File: src/rtl/reg_file_32x32_pkg.sv
// cpu_defs: shared datapath widths and named register indices used by the
// register file and by control.
package cpu_defs;
   localparam int REG_ADDR_W = 5;
   localparam int WORD_W     = 32;
   localparam int NUM_GPR    = 32;
   localparam logic [REG_ADDR_W-1:0] REG_ZERO = 5'd0;
   localparam logic [REG_ADDR_W-1:0] REG_SP   = 5'd29;
   localparam logic [REG_ADDR_W-1:0] REG_RA   = 5'd31;
   typedef logic [REG_ADDR_W-1:0] reg_addr_t;
   typedef logic [WORD_W-1:0]     word_t;
endpackage

File: src/rtl/reg_file_32x32_rf_read_port.sv
// rf_read_port: one combinational read port with zero-register masking,
// out-of-range masking and same-cycle write-back bypass.
module rf_read_port
   import cpu_defs::*;
#(
   parameter int DATA_W   = WORD_W,
   parameter int ADDR_W   = REG_ADDR_W,
   parameter int NUM_REGS = NUM_GPR
) (
   input  logic              rst_n,
   input  logic [ADDR_W-1:0] addr,
   input  logic [DATA_W-1:0] word,
   input  logic              wr_en,
   input  logic [ADDR_W-1:0] wr_addr,
   input  logic [DATA_W-1:0] wr_data,
   output logic [DATA_W-1:0] data
);
   logic in_range;
   always_comb begin
      in_range = addr != ADDR_W'(REG_ZERO) && 32'(addr) < NUM_REGS;
      // Masking comes first so r0 never picks up a bypassed write.
      data = (!rst_n || !in_range) ? '0 : (wr_en && wr_addr == addr) ? wr_data : word;
   end
endmodule

File: src/rtl/reg_file_32x32.sv
// reg_file_32x32: integer register file, 2 async read ports with write-back
// bypass, 1 sync write port, r0 hardwired to zero.
module reg_file_32x32
   import cpu_defs::*;
#(
   parameter int DATA_W   = WORD_W,
   parameter int ADDR_W   = REG_ADDR_W,
   parameter int NUM_REGS = NUM_GPR
) (
   input  logic              clk,
   input  logic              rst_n,
   input  logic [ADDR_W-1:0] rd_addr_a,
   output logic [DATA_W-1:0] rd_data_a,
   input  logic [ADDR_W-1:0] rd_addr_b,
   output logic [DATA_W-1:0] rd_data_b,
   input  logic              wr_en,
   input  logic [ADDR_W-1:0] wr_addr,
   input  logic [DATA_W-1:0] wr_data
);
   localparam int IDX_W = $clog2(NUM_REGS);
   logic [DATA_W-1:0] regs_q [0:NUM_REGS-1];
   logic [DATA_W-1:0] regs_d [0:NUM_REGS-1];
   logic              wr_ok;
   always_comb begin
      wr_ok  = wr_addr != ADDR_W'(REG_ZERO) && 32'(wr_addr) < NUM_REGS;
      regs_d = regs_q;
      // An unknown wr_en takes the no-write path, keeping the array clean.
      if (wr_en && wr_ok) regs_d[wr_addr[IDX_W-1:0]] = wr_data;
   end
   always_ff @(posedge clk) begin
      if (!rst_n) regs_q <= '{default: '0};
      else        regs_q <= regs_d;
   end
   rf_read_port #(.DATA_W(DATA_W), .ADDR_W(ADDR_W), .NUM_REGS(NUM_REGS)) u_port_a (
      .rst_n   (rst_n),
      .addr    (rd_addr_a),
      .word    (regs_q[rd_addr_a[IDX_W-1:0]]),
      .wr_en   (wr_en),
      .wr_addr (wr_addr),
      .wr_data (wr_data),
      .data    (rd_data_a)
   );
   rf_read_port #(.DATA_W(DATA_W), .ADDR_W(ADDR_W), .NUM_REGS(NUM_REGS)) u_port_b (
      .rst_n   (rst_n),
      .addr    (rd_addr_b),
      .word    (regs_q[rd_addr_b[IDX_W-1:0]]),
      .wr_en   (wr_en),
      .wr_addr (wr_addr),
      .wr_data (wr_data),
      .data    (rd_data_b)
   );
endmodule

File: config.mk
export PLATFORM = sky130hd
export DESIGN_NAME = reg_file_32x32
export DESIGN_NICKNAME = d
export VERILOG_FILES = /design/src/rtl/reg_file_32x32_pkg.sv /design/src/rtl/reg_file_32x32_rf_read_port.sv /design/src/rtl/reg_file_32x32.sv
export SDC_FILE = /design/constraint.sdc
export NUM_CORES = 2
export LEC_CHECK = 0
export ABC_AREA = 1
export CAP_MARGIN = 20
export CORE_MARGIN = 3
export CORE_UTILIZATION = 45
export CTS_BUF_LIST = sky130_fd_sc_hd__clkbuf_2 sky130_fd_sc_hd__clkbuf_4 sky130_fd_sc_hd__clkbuf_8
export CTS_CLUSTER_SIZE = 25
export DETAILED_ROUTE_END_ITERATION = 16
export HOLD_SLACK_MARGIN = 0.06
export REMOVE_ABC_BUFFERS = 1
export SYNTH_ARGS = -nofsm -noshare
export SYNTH_HDL_FRONTEND = slang
export SYNTH_SLANG_ARGS = --single-unit
File: constraint.sdc
create_clock -name clk -period 5.8 [get_ports clk]
set_clock_uncertainty 0.2 [all_clocks]
set_input_delay 1.16 -clock clk [delete_from_list [all_inputs] [get_ports clk]]
set_output_delay 1.16 -clock clk [all_outputs]
set_load 0.02 [all_outputs]
==> impl_summary.txt <==
----------------------------------------------------
[STA]
  Worst hold slack across all endpoints ... 0.2437 ns
  Number of max-slew violations in the final report ... 0
  Min setup slack post-route ... 0.3887 ns
  RSZ-0062 raised after global routing ... false
  Maximum operating frequency ... roughly 180 MHz
  Final hold violations ... 0
  Actual transition at the worst max-transition pin ... 1.236 ns
  Worst-case headroom to the max-slew limit ... 17.46%
  Tcrit/Tclk final ... 93.30%
  Setup violators final ... 0
  Minimum clock period ... approximately 5.4 ns

[Logic synthesis]
  Dominant cell type by area after synthesis ... dfxtp_1
  EDFF count, synth ... 0
  Mean post-synth cell area ... 5.895 sq um
  Proportion of netlist area held by the largest area contributor ... 35.89%
  Cell Area, Synth ... 57110 sq um
  Synth cell count leaders ... nand2_1, nor2_1, nand3_1, dfxtp_1, o21ai_0
  Seq/Total Area, Yosys ... 35.89%
  Count of synthesis-stage warnings from yosys ... 0
  Flip-flop and latch count after synthesis ... 1024
  Number of unique standard cell types used by synthesis ... 21
  Post-Syn Instances ... a little under 10000
  Prevailing post-synth register cell ... dfxtp_1
  Leading cell type by number of instances after synthesis ... nand2_1
  Async SR Flop Fraction ... 0%
  Top area cells in the synthesized netlist ... dfxtp_1, nand2_1, nand3_1, nor2_1, o21ai_0

[Worst hold path]
  Worst Hold Depth ... 2
  Hold path endpoint ... regs_q[1000]
  Path type of the worst min-delay path ... register to register
  Startpoint of the most critical hold path ... regs_q[1000]

[Cells and area]
  Post-route cell area ... 63310 sq um
  NumNets Final ... 9413
  Max FFs per register ... 1024
  Share of final-layout standard cells stronger than drive strength 1 ... 6.471%
  Area delta synth->final ... 10.86%
  Final Util ... 50.35%
  Register ranked first by flip-flop count ... regs_q
  Registers with the most flip-flops ... regs_q x1024

[Drt]
  DR pass1 iterations ... 7
  Total length of routed wires ... 251.9 mm
  Number of routed nets with antenna violations ... 0
  Residual DRC count ... 0
  Vias per cell ... 5.717
  Average wire per standard cell ... 22.57 um
  Drt initial violations ... 9444
  Routed vias ... 63820

[Worst setup path]
  Startpoint of the worst register-to-register path ... regs_q[721]
  Largest fanout on the critical path ... 42
  Data arrival time at the worst-slack endpoint ... 4.05 ns
  CP peak stage delay ... about 0.74 ns
  Worst-path cell chain ... buf_8 -> inv_8 -> buf_12 -> buf_12 -> buf_12 -> nand2_1 -> nand3_1 -> nand3_1 -> nand2_1 -> nand3_1 -> nand2_1 -> a21oi_1 -> clkdlybuf4s50_1
  Cells on worst reg2reg path ... 2
  Minimum setup slack among reg-to-reg paths ... roughly 5 ns
  Worst R2R End ... regs_q[721]
  Req. time, crit path ... 4.44 ns
  Category of the worst setup path launch point ... input pin
  Cell at the slowest stage of the critical path ... clkdlybuf4s50_1
  Category of the worst setup path capture point ... output port
  Setup CP Type ... input pin to output port

[Placed design]
  Half-perimeter wire length after detailed placement ... 138.4 mm
  Setup Slack @ Placement ... between 0.4 and 0.5 ns
  Placement Cell Area ... 59230 sq um
  Final GP Congestion ... ~0.9
  Count of buffers inserted at the top-level ports ... 113

[Clocking]
  CTS tree ... built
  Inserted Clock Buffers ... 184
  Clock insertion delay at the later pin of the skew report ... about 0.93 ns
  Number of buffers inserted by hold repair at cts ... 0
  Clock transition at the register clock pins on the worst setup and hold paths after CTS ... 0.06 ns
  Number of buffers on the longest clock path ... 3
  Max H-tree Level ... 4
  Setup Fix Bufs, Post-CTS ... 0
  Clock tree root buffer cell ... clkbuf_8
  Number of cells upsized or downsized after cts ... 0
  Sink count of the clock tree ... between 1000 and 1500

[Flow run]
  Max cap viols ... 0

[Power and ir drop]
  Static Leak ... between 0.02 and 0.03 uW
  IR Drop Worst-Case VDD ... about 270 uV
  P per Cell Area ... 271.3 nW/um^2

[Global routing]
  Antenna violations before repair ... 17
  Maximum number of pins on one net before global-route repair ... 238
  Number of global-route vias before repair ... 57070
  Sum of overflow across all layers after global routing ... 0
  Global-route wire length before repair ... 370.7 mm
  GRT Overall Usage ... 36.99%

[Floorplanning]
  Row cnt ... 130
  CORE AREA ... roughly 130000 sq um
  Die Wd ... between 300 and 400 um
  Starting Density ... 45.42%
  Chip Height ... 362.3 um
  Total Die Area ... 131200 sq um
  Top-Level Pins ... 114

[Outcome]
  Result of the run ... complete, no violations

----------------------------------------------------
[how the worst max path moves through the flow]
stage,end,cells past startpoint,startpoint,slack (ns)
floorplan,rd_data_a[13],9,rd_addr_a[1],-2.61
global placement,rd_data_b[8],13,rd_addr_b[0],0.46
detailed placement,rd_data_b[8],13,rd_addr_b[0],0.45
CTS,rd_data_b[8],13,rd_addr_b[0],0.46
global route,rd_data_b[8],13,rd_addr_b[0],0.38
finish,rd_data_b[8],13,rd_addr_b[0],0.39
[metrics by stage]
| stage | setup TNS [ns] | instances | power (uW) |
|---|---|---|---|
| final | 0 | 11160 | 17180 |
| after global routing | 0 | 11160 | 17720 |
| after CTS | 0 | 11150 | 17150 |
| after detailed placement | 0 | 10830 | 9645 |
| after global placement | 0 | 10830 | 9634 |
| after floorplan | -167.08 | 8865 | 8488 |
[worst max-delay path: cells and delay by family]
kind / cells / cell delay [ns]
buffers and inverters: 6 / 1.93
AOI/OAI and AO/OA: 1 / 0.34
and+or+nand+nor: 6 / 0.50
[cells by family after synthesis]
group,share of synthesized area (%)
AOI/OAI and AO/OA,15.53
buffers and inverters,10.81
and+or+nand+nor,37.76
DFF,35.89
[layer usage]
metal / track usage [%] / share of wire, % / up-vias
li1: - / - / 30060
met1: 49.26 / 41 / 29140
met2: 55.51 / 42 / 3783
met3: 8.607 / 12 / 831
met4: 19.56 / 5.6 / 8
met5: 0.6659 / 0.063 / -
[power breakdown]
group,switching (uW),internal [uW],total (uW)
registers,37.3,7130,7160
logic,1750,669,2410
clock network,3290,4310,7600
[final cells by class]
class | instances | area (sq um)
clock inverters | 23 | 239.0
flip-flops and latches | 1024 | 20500
inverters | 730 | 2778
clock buffers | 304 | 3821
multi-input cells | 7111 | 30540
fillers | 12950 | 62420
well taps | 1650 | 2064
diodes | 9 | 22.52
repair buffers | 312 | 3343
[placed cells by master, fill, tap and decap left out, drive strengths merged, types with 97 or more instances in the layout]
cell and n:
clkdlybuf4s50 97, a21oi 704, o21ai 1058, inv 727
nand2 2660, clkbuf 304, nor2 1512, nand3 1159
buf 215, dfxtp 1024
Note: power is estimated with default switching activity, not from simulation.
